===== config.mk =====
export PLATFORM = sky130hd
export DESIGN_NAME = lsu_controller
export DESIGN_NICKNAME = d
export VERILOG_FILES = /design/src/rtl/enums_pkg.sv /design/src/rtl/lsu_data_align.sv /design/src/rtl/lsu_controller.sv
export SDC_FILE = /design/constraint.sdc
export NUM_CORES = 1
export LEC_CHECK = 0
export CAP_MARGIN = 0
export CORE_ASPECT_RATIO = 1.75
export CORE_MARGIN = 2
export CORE_UTILIZATION = 47
export CTS_CLUSTER_DIAMETER = 200
export DETAILED_ROUTE_END_ITERATION = 6
export PLACE_DENSITY_LB_ADDON = 0.1
export RECOVER_POWER = 25
export SLEW_MARGIN = 20
export SYNTH_ARGS = -nofsm -noshare
export SYNTH_HDL_FRONTEND = slang
export SYNTH_HIERARCHICAL = 1
export SYNTH_SLANG_ARGS = --single-unit

===== constraint.sdc =====
create_clock -name clk_i -period 4 [get_ports clk_i]
set_input_delay 0.8 -clock clk_i [delete_from_list [all_inputs] [get_ports clk_i]]
set_output_delay 0.8 -clock clk_i [all_outputs]
set_load 0.05 [all_outputs]

===== src/rtl/enums_pkg.sv =====
// rtl/enums_pkg.sv - shared enums for the load/store path
package enums_pkg;

    typedef enum logic [2:0] {
        MEM_BYTE  = 3'd0,
        MEM_BYTEU = 3'd1,
        MEM_HALF  = 3'd2,
        MEM_HALFU = 3'd3,
        MEM_WORD  = 3'd4
    } mem_size_t;

    typedef enum logic [1:0] {
        IDLE = 2'd0,
        REQ  = 2'd1,
        WAIT = 2'd2,
        DONE = 2'd3
    } lsu_state_t;

    typedef enum logic [1:0] {
        FAULT_NONE       = 2'd0,
        FAULT_MISALIGNED = 2'd1,
        FAULT_TIMEOUT    = 2'd2
    } lsu_fault_t;

endpackage


===== src/rtl/lsu_data_align.sv =====
// rtl/lsu_data_align.sv - lane steering, strobes, load extension and alignment check
module lsu_data_align
    import enums_pkg::*;
(
    input  mem_size_t   size_i,
    input  logic [1:0]  off_i,
    input  logic [31:0] wdata_i,
    input  logic [31:0] rdata_i,
    input  mem_size_t   chk_size_i,
    input  logic [1:0]  chk_off_i,
    output logic [3:0]  wstrb_o,
    output logic [31:0] wdata_o,
    output logic [31:0] rdata_o,
    output logic        misaligned_o
);

    logic [7:0]  rd_byte;
    logic [15:0] rd_half;

    assign rd_byte = rdata_i[{off_i, 3'b000} +: 8];
    assign rd_half = rdata_i[{off_i[1], 4'b0000} +: 16];

    always_comb begin
        wstrb_o = 4'b0000;
        wdata_o = wdata_i;
        rdata_o = 32'h0;
        case (size_i)
            MEM_BYTE, MEM_BYTEU: begin
                wstrb_o = 4'b0001 << off_i;
                wdata_o = {4{wdata_i[7:0]}};
                rdata_o = (size_i == MEM_BYTE) ? {{24{rd_byte[7]}}, rd_byte}
                                               : {24'h0, rd_byte};
            end
            MEM_HALF, MEM_HALFU: begin
                wstrb_o = 4'b0011 << off_i;
                wdata_o = {2{wdata_i[15:0]}};
                rdata_o = (size_i == MEM_HALF) ? {{16{rd_half[15]}}, rd_half}
                                               : {16'h0, rd_half};
            end
            default: begin
                wstrb_o = 4'b1111;
                wdata_o = wdata_i;
                rdata_o = rdata_i;
            end
        endcase
    end

    // Checked on the incoming request so a fault never reaches the bus
    always_comb begin
        misaligned_o = 1'b0;
        case (chk_size_i)
            MEM_HALF, MEM_HALFU: misaligned_o = chk_off_i[0];
            MEM_WORD:            misaligned_o = |chk_off_i;
            default:             misaligned_o = 1'b0;
        endcase
    end

endmodule


===== src/rtl/lsu_controller.sv =====
// rtl/lsu_controller.sv - load/store sequencer FSM; LSU_TIMEOUT_EN adds a bus timeout fault
module lsu_controller
    import enums_pkg::*;
#(
    parameter int unsigned TIMEOUT_CYCLES = 255
)(
    input  logic        clk_i,
    input  logic        rst_i,
    input  logic        req_valid_i,
    input  logic        req_write_i,
    input  mem_size_t   req_size_i,
    input  logic [31:0] req_addr_i,
    input  logic [31:0] req_wdata_i,
    output logic        stall_o,
    output logic        resp_valid_o,
    output logic [31:0] resp_rdata_o,
    output lsu_fault_t  resp_fault_o,
    output logic        mem_req_valid_o,
    input  logic        mem_req_ready_i,
    output logic        mem_we_o,
    output logic [31:0] mem_addr_o,
    output logic [3:0]  mem_wstrb_o,
    output logic [31:0] mem_wdata_o,
    input  logic        mem_rsp_valid_i,
    input  logic [31:0] mem_rdata_i
);

    lsu_state_t  state_q, state_d;
    logic        write_q, write_d;
    mem_size_t   size_q, size_d;
    logic [31:0] addr_q, addr_d;
    logic [31:0] wdata_q, wdata_d;
    logic [31:0] rdata_q, rdata_d;
    lsu_fault_t  fault_q, fault_d;

    logic [3:0]  al_wstrb;
    logic [31:0] al_wdata;
    logic [31:0] al_rdata;
    logic        al_misaligned;

    lsu_data_align u_align (
        .size_i       (size_q),
        .off_i        (addr_q[1:0]),
        .wdata_i      (wdata_q),
        .rdata_i      (mem_rdata_i),
        .chk_size_i   (req_size_i),
        .chk_off_i    (req_addr_i[1:0]),
        .wstrb_o      (al_wstrb),
        .wdata_o      (al_wdata),
        .rdata_o      (al_rdata),
        .misaligned_o (al_misaligned)
    );

`ifdef LSU_TIMEOUT_EN
    localparam int CNT_W = ($clog2(TIMEOUT_CYCLES + 1) > 8) ? $clog2(TIMEOUT_CYCLES + 1) : 8;
    logic [CNT_W-1:0] cnt_q, cnt_d;

    always_ff @(posedge clk_i or posedge rst_i) begin
        if (rst_i) cnt_q <= '0;
        else       cnt_q <= cnt_d;
    end
`else
    logic unused_timeout;
    assign unused_timeout = (TIMEOUT_CYCLES == 0);
`endif

    always_ff @(posedge clk_i or posedge rst_i) begin
        if (rst_i) begin
            state_q <= IDLE;
            write_q <= 1'b0;
            size_q  <= MEM_BYTE;
            addr_q  <= 32'h0;
            wdata_q <= 32'h0;
            rdata_q <= 32'h0;
            fault_q <= FAULT_NONE;
        end else begin
            state_q <= state_d;
            write_q <= write_d;
            size_q  <= size_d;
            addr_q  <= addr_d;
            wdata_q <= wdata_d;
            rdata_q <= rdata_d;
            fault_q <= fault_d;
        end
    end

    always_comb begin
        state_d = state_q;
        write_d = write_q;
        size_d  = size_q;
        addr_d  = addr_q;
        wdata_d = wdata_q;
        rdata_d = rdata_q;
        fault_d = fault_q;
`ifdef LSU_TIMEOUT_EN
        cnt_d   = cnt_q;
`endif
        case (state_q)
            IDLE: begin
                if (req_valid_i) begin
                    write_d = req_write_i;
                    size_d  = req_size_i;
                    addr_d  = req_addr_i;
                    wdata_d = req_wdata_i;
                    rdata_d = 32'h0;
                    fault_d = al_misaligned ? FAULT_MISALIGNED : FAULT_NONE;
                    state_d = al_misaligned ? DONE : REQ;
`ifdef LSU_TIMEOUT_EN
                    cnt_d   = '0;
`endif
                end
            end
            REQ: begin
                if (mem_req_ready_i) state_d = WAIT;
            end
            WAIT: begin
                if (mem_rsp_valid_i) begin
                    rdata_d = write_q ? 32'h0 : al_rdata;
                    state_d = DONE;
                end
            end
            DONE:    state_d = IDLE;
            default: state_d = IDLE;
        endcase
`ifdef LSU_TIMEOUT_EN
        // Timeout overrides a same-cycle accept or response
        if (state_q == REQ || state_q == WAIT) begin
            cnt_d = cnt_q + CNT_W'(1);
            if (cnt_d == CNT_W'(TIMEOUT_CYCLES)) begin
                state_d = DONE;
                fault_d = FAULT_TIMEOUT;
                rdata_d = 32'h0;
            end
        end
`endif
    end

    logic in_req;
    logic in_done;
    assign in_req  = (state_q == REQ);
    assign in_done = (state_q == DONE);

    assign stall_o         = req_valid_i && !in_done;
    assign resp_valid_o    = in_done;
    assign resp_rdata_o    = in_done ? rdata_q : 32'h0;
    assign resp_fault_o    = in_done ? fault_q : FAULT_NONE;
    assign mem_req_valid_o = in_req;
    assign mem_we_o        = in_req && write_q;
    assign mem_addr_o      = in_req ? {addr_q[31:2], 2'b00} : 32'h0;
    assign mem_wstrb_o     = (in_req && write_q) ? al_wstrb : 4'b0000;
    assign mem_wdata_o     = (in_req && write_q) ? al_wdata : 32'h0;

endmodule

==> metrics.txt, run 1 <==
maximum VDD drop 0.5142 mV; Die W 92.50 um; uppermost layer routed met4; Ant. Diodes 0; Net count, final 911; Pre-Repair DR Iteration Count 5; starting density of the core 48.13%; WS Path Type register to output port; Slew headroom 33.64%; vias in the first global route 5649; RSZ-0062 raised after global routing no; global-route usage over all layers 25.26%; final core utilization 65.45%; Clock Sinks 103; CTS root buf clkbuf_16; r2r setup slk 1.56 ns; pwr dens 832.2 nW/um2; # H-tree levels 3; post-DP HPWL 13210 um; Slew Limit Fails 0; clk slew on worst S/H paths 0.08 ns; post-route cell area 8760 um2; final setup margin 0.5176 ns; CP max FO 30; I/O Buffers 207; drt total wl 18490 um; initial antenna violation count 0; Max Freq 287.2 MHz; DIE AREA 14690 um2; Final TNS setup 0 ns; first-pass GRT wire length 29640 um; Slowest-stage cell, CP clkdlybuf4s50_1; Post-CTS Hold Fix Bufs 0; Setup Buffers After CTS 0; grt total ovfl 0; 1st-iter DRT viols 245; Synthesis Warnings 6; metal3 WL 1494 um; Post-Syn Area per Cell 10.08 um2; Gate power share 59.2%; Cells after Synth 639; CORE AREA 13380 um2; net switching fraction of the power 47.30%; Final Wtd Congestion 0.8978; count of cell types in the netlist 44; CP max stage delay 0.81 ns; CTS max path bufs 2; placed cell area 8468 um2; DR WL met2 10010 um; number of buffers created by CTS 9; worst path required time 3.20 ns; die height 158.9 um; Mapped Area 6441 um2; Post-DRT Antenna Nets 0; Worst Path Arrival 2.68 ns; TritonCTS clock tree built; dominant synthesized flop cell dfrtp_1; total power 7.290 mW; layout cells sized above 1 17.93%; minimum clock period 3.482 ns; number of instances in the placed design 962; Clock Latency Late Sink 0.35 ns; Via density 5.591; via count 5462; DRC Markers 0; number of synthesized flops with an enable pin 0; Area growth syn-to-layout 35.99%; met1 WL 6537 um; crit-path cells inv_1 > ha_1 > and2_1 > clkdlybuf4s50_1; post-synthesis register bit count 103; IO Count 211; setup violators final 0; drt wl/cell 18.93 um; pre-CTS WS 0.8368 ns; hold crit path type register to register; Clock Power Share 12.4%; cell family with most CP delay buffers and inverters; Crit. End Element output port; status finished, final reports clean; MaxCap Viol Count 0; Tcrit/Tclk final 87.06%; Leak Pwr 3.788 nW; Fin Clk Skew 0.009558 ns; # fillers 1134; worst slew pin tran 0.9954 ns; row cnt 56; Net Sw Power 3.448 mW; startpoint types register; ys async rst share 100.0%; Final Non-Filler Cells 977; post-synthesis sequential area ratio 40.02%; largest net degree at the start of global routing 70; Buf+Inv Stages, Crit Path 2; Hold Vio Cnt, Final 0; post-CTS sizing 0; worst hold margin 0.4878 ns; P_int 3.842 mW; Reg power frac 28.4%
==> power groups by stage <==
stage	Combinational [mW]	Sequential, mW	Clock [mW]
2_1_floorplan	3.49	1.78	0
3_3_place_gp	4.23	2.05	0
3_5_place_dp	4.32	2.08	0
4_1_cts	4.33	2.07	0.924
5_1_grt	4.60	2.16	0.963
6_report	4.32	2.07	0.905
==> registers in the layout, summed over array words and instances, names as in the netlist <==
register,count
size_q,3
fault_q,1
wdata_q,32
write_q,1
addr_q,32
state_q,2
rdata_q,32
==> Yosys cell counts (2+ instances only) <==
| master | n | share of area (%) |
|---|---|---|
| buf_6 | 10 | 1.7 |
| buf_2 | 20 | 1.6 |
| and2_1 | 64 | 6.2 |
| ha_1 | 7 | 1.4 |
| a21oi_1 | 8 | 0.62 |
| a221oi_1 | 2 | 0.27 |
| o31ai_2 | 2 | 0.39 |
| clkbuf_2 | 4 | 0.31 |
| o22ai_1 | 6 | 0.58 |
| nand2b_1 | 2 | 0.19 |
| and3_1 | 36 | 3.5 |
| o21ai_1 | 5 | 0.39 |
| buf_4 | 15 | 1.7 |
| mux4_2 | 5 | 1.7 |
| o21ai_0 | 38 | 3.0 |
| nand2_1 | 71 | 4.1 |
| clkbuf_1 | 20 | 1.2 |
| dfrtp_1 | 103 | 40 |
| mux2_2 | 72 | 13 |
| a22oi_1 | 7 | 0.82 |
| inv_1 | 14 | 0.82 |
| a311oi_1 | 6 | 0.82 |
| o22ai_2 | 10 | 1.9 |
| nor2b_1 | 4 | 0.39 |
| and2b_1 | 2 | 0.23 |
| nor2_1 | 31 | 1.8 |
| o31ai_1 | 29 | 3.4 |
| mux2_4 | 10 | 2.3 |
| mux2i_1 | 15 | 2.3 |
| o221ai_1 | 7 | 0.95 |
==> cell families (layout without fill, tap and decap cells) <==
kind of cell,count (synthesis),in the layout,synth area share (%)
mux,104,104,19.76
simple gates,213,213,16.80
buf+inv,85,247,7.459
other cells,1,3,0.05822
flops,103,103,40.02
fa+ha+maj,7,7,1.360
compound gates,126,126,14.55
==> final cells by class <==
class	instances	area, um2	share of cell area (%)
Sequential cell	103	2580	29.45
Multi-Input combinational cell	453	3397	38.78
Timing Repair Buffer	217	2213	25.27
Clock buffer	10	229.0	2.614
Clock inverter	5	63.81	0.7285
Tap cell	174	217.7	2.485
Inverter	15	58.81	0.6713
==> final timing paths <==
path                                 endpoint   startpoint  cells after the start
min in group asynchronous         rdata_q[22]        rst_i                      2
worst min-delay path              rdata_q[29]  rdata_q[29]                      2
worst max-delay path            mem_addr_o[7]   state_q[1]                      4
max in group asynchronous           addr_q[5]        rst_i                      3
worst min register to register    rdata_q[29]  rdata_q[29]                      2
worst max register to register     rdata_q[8]    addr_q[0]                      6
==> per-layer routing <==
metal  track usage (%)  vias up
li1                  -     2550
met3             6.214       30
met1             29.21     2633
met2             44.82      249
met4             8.548        0
met5                 0        -
==> tightest hold or removal path, stage by stage, from the launching register on <==
cell and delay, ns:
dfrtp_1 0.34, o21ai_1 0.06, o31ai_1 0.06
==> placed cells by master (no fill, tap or decap), types with 3 or more instances in the layout <==
master and instances:
o21ai_1 5, mux4_2 5, inv_1 13, o22ai_1 6, a311oi_1 6, mux2i_1 15, and3_1 36, buf_12 8
nand2_1 71, buf_4 13, o31ai_1 29, mux2_2 72, ha_1 7, and2_1 64, nor2_1 31, o21ai_0 38
mux2_4 10, inv_6 3, nor2b_1 4, clkdlybuf4s50_1 194, a22oi_1 7, o221ai_1 7, conb_1 3, o22ai_2 10
a21oi_1 8, clkbuf_16 9, dfrtp_1 101
Power figures use the tool's default switching activity.
==> run 2: changes to the inputs <==
ABC_AREA = 1   (was not set)
==> metrics.txt, run 2 <==
Tcrit/Tclk final 82.92%; Setup Buffers After CTS 0; Via density 4.902; CTS max path bufs 2; starting density of the core 47.78%; Die W 93.66 um; Hold Vio Cnt, Final 0; Leak Pwr 5.005 nW; Worst Path Arrival 2.52 ns; Min-Delay Startpoint addr_q[5]; grt total ovfl 0; I/O Buffers 207; Final Non-Filler Cells 1356; post-DP HPWL 13900 um; post-CTS sizing 0; Post-synth top cells 396 x nand2_1, 156 x inv_1, 143 x nand3_1, 103 x dfrtp_1, 86 x nor2_1; setup violators final 0; RSZ-0062 raised after global routing no; synth top area cells dfrtp_1 39%, nand2_1 22%, nand3_1 11%, inv_1 8.9%, nor2_1 4.9%; CORE AREA 13840 um2; most common cell after layout, fill and taps aside nand2_1; Max Freq 301.5 MHz; Net count, final 1286; Slew headroom -41.14%; Crit. End Element output port; TritonCTS clock tree built; Synth top area share 38.99%; clk slew on worst S/H paths 0.07 ns; post-synthesis sequential area ratio 38.99%; Cells after Synth 1018; vias in the first global route 6531; status complete, but fails checks; total power 6.517 mW; Post-DRT Antenna Nets 0; CTS root buf clkbuf_16; FF-to-FF path depth 6; layout cells sized above 1 6.192%; row cnt 57; WS Path Type register to output port; drt wl/cell 14.08 um; dominant synthesized flop cell dfrtp_1; DRC Markers 0; via count 6647; largest net degree at the start of global routing 70; first-pass GRT wire length 31290 um; number of synthesized flops with an enable pin 0; ys async rst share 100.0%; reg2reg start state_q[0]; Ant. Diodes 0; startpoint types register; pwr dens 742.4 nW/um2; Final TNS setup 0 ns; IO Count 211; drt total wl 19090 um; Clock Sinks 103; number of instances in the placed design 1340; largest registers addr_q x32, rdata_q x32, wdata_q x32; number of buffers created by CTS 9; most frequent cells in the layout 396 x nand2_1, 185 x clkdlybuf4s50_1, 155 x inv_1; minimum clock period 3.317 ns; DIE AREA 15070 um2; 1st-iter DRT viols 379; Final Wtd Congestion 0.8949; Post-CTS Hold Fix Bufs 0; Area growth syn-to-layout 32.78%; Post-Syn Area per Cell 6.494 um2; Mapped Area 6611 um2; failing checks max-capacitance violations, max-slew violations; global-route usage over all layers 26.27%; count of cell types in the netlist 23; worst slew pin tran 2.106 ns; Synthesis Warnings 6; die height 160.9 um; worst hold margin 0.4707 ns; CP max FO 23; post-synthesis register bit count 103; post-synth top area cell dfrtp_1; count leader, synth nand2_1; WHS Path Cells 2; CP Launch Point size_q[2]; Slew Limit Fails 50; Fin Clk Skew 0.01493 ns; # H-tree levels 3; maximum VDD drop 0.5232 mV; initial antenna violation count 1; hold crit path type register to register; worst path required time 3.20 ns; Pre-Repair DR Iteration Count 5; MaxCap Viol Count 1; Clock Latency Late Sink 0.35 ns
==> run 2: critical path: stages, from the launching register on <==
cell and delay [ns]:
dfrtp_1 0.59, buf_4 0.34, nor2_4 0.50, nand2_1 0.17, o21ai_1 0.13, inv_1 0.05, nor2_1 0.17, buf_4 0.23
==> run 2: cells by family (layout without fill, tap and decap cells) <==
| family | after synthesis | count (layout) | share of synthesized area, % |
|---|---|---|---|
| compound gates | 36 | 36 | 3.690 |
| fa+ha+maj | 7 | 7 | 1.325 |
| other cells | 1 | 3 | 0.05672 |
| flops | 103 | 103 | 38.99 |
| simple gates | 636 | 636 | 39.76 |
| buf+inv | 235 | 394 | 16.18 |
==> run 2: path summary, 6_finish.rpt <==
path	slack, ns	to
min in group asynchronous	1.45	addr_q[30]
max in group asynchronous	1.03	wdata_q[6]
setup / recovery	0.68	mem_wdata_o[9]
hold / removal	0.47	addr_q[5]
hold reg to reg	0.47	addr_q[5]
setup reg to reg	1.54	wdata_q[6]
==> run 2: power breakdown <==
| group | internal (mW) | switching, mW |
|---|---|---|
| combinational | 1.19 | 2.69 |
| clock | 0.449 | 0.418 |
| sequential | 1.45 | 0.327 |
| total | 3.08 | 3.44 |
==> run 2: cell type report <==
type | instances | area, um2
fill | 1321 | 5057
timing repair buffer | 216 | 2105
multi-input combinational | 682 | 2974
clock inverter | 6 | 52.55
inverter | 162 | 609.3
tap | 177 | 221.5
clock buffer | 10 | 239.0
sequential | 103 | 2577
==> run 2: routing by layer <==
metal  vias up  track usage (%)  part of all wire [%]
met1      3032            29.15                    36
met5         -                0                     0
li1       3343                -                     -
met3        41            5.769                   6.7
met4         0            12.58                   4.4
met2       231            46.73                    53
==> run 2: through the flow <==
stage	setup slack [ns]	utilization (%)	cell area, um2
final	0.6832	63.45	8778
after CTS	0.6449	63.49	8785
after global placement	1.032	61.39	8493
after detailed placement	1.010	61.39	8493
after floorplan	0.4962	-	6619
after global routing	0.5057	63.45	8778
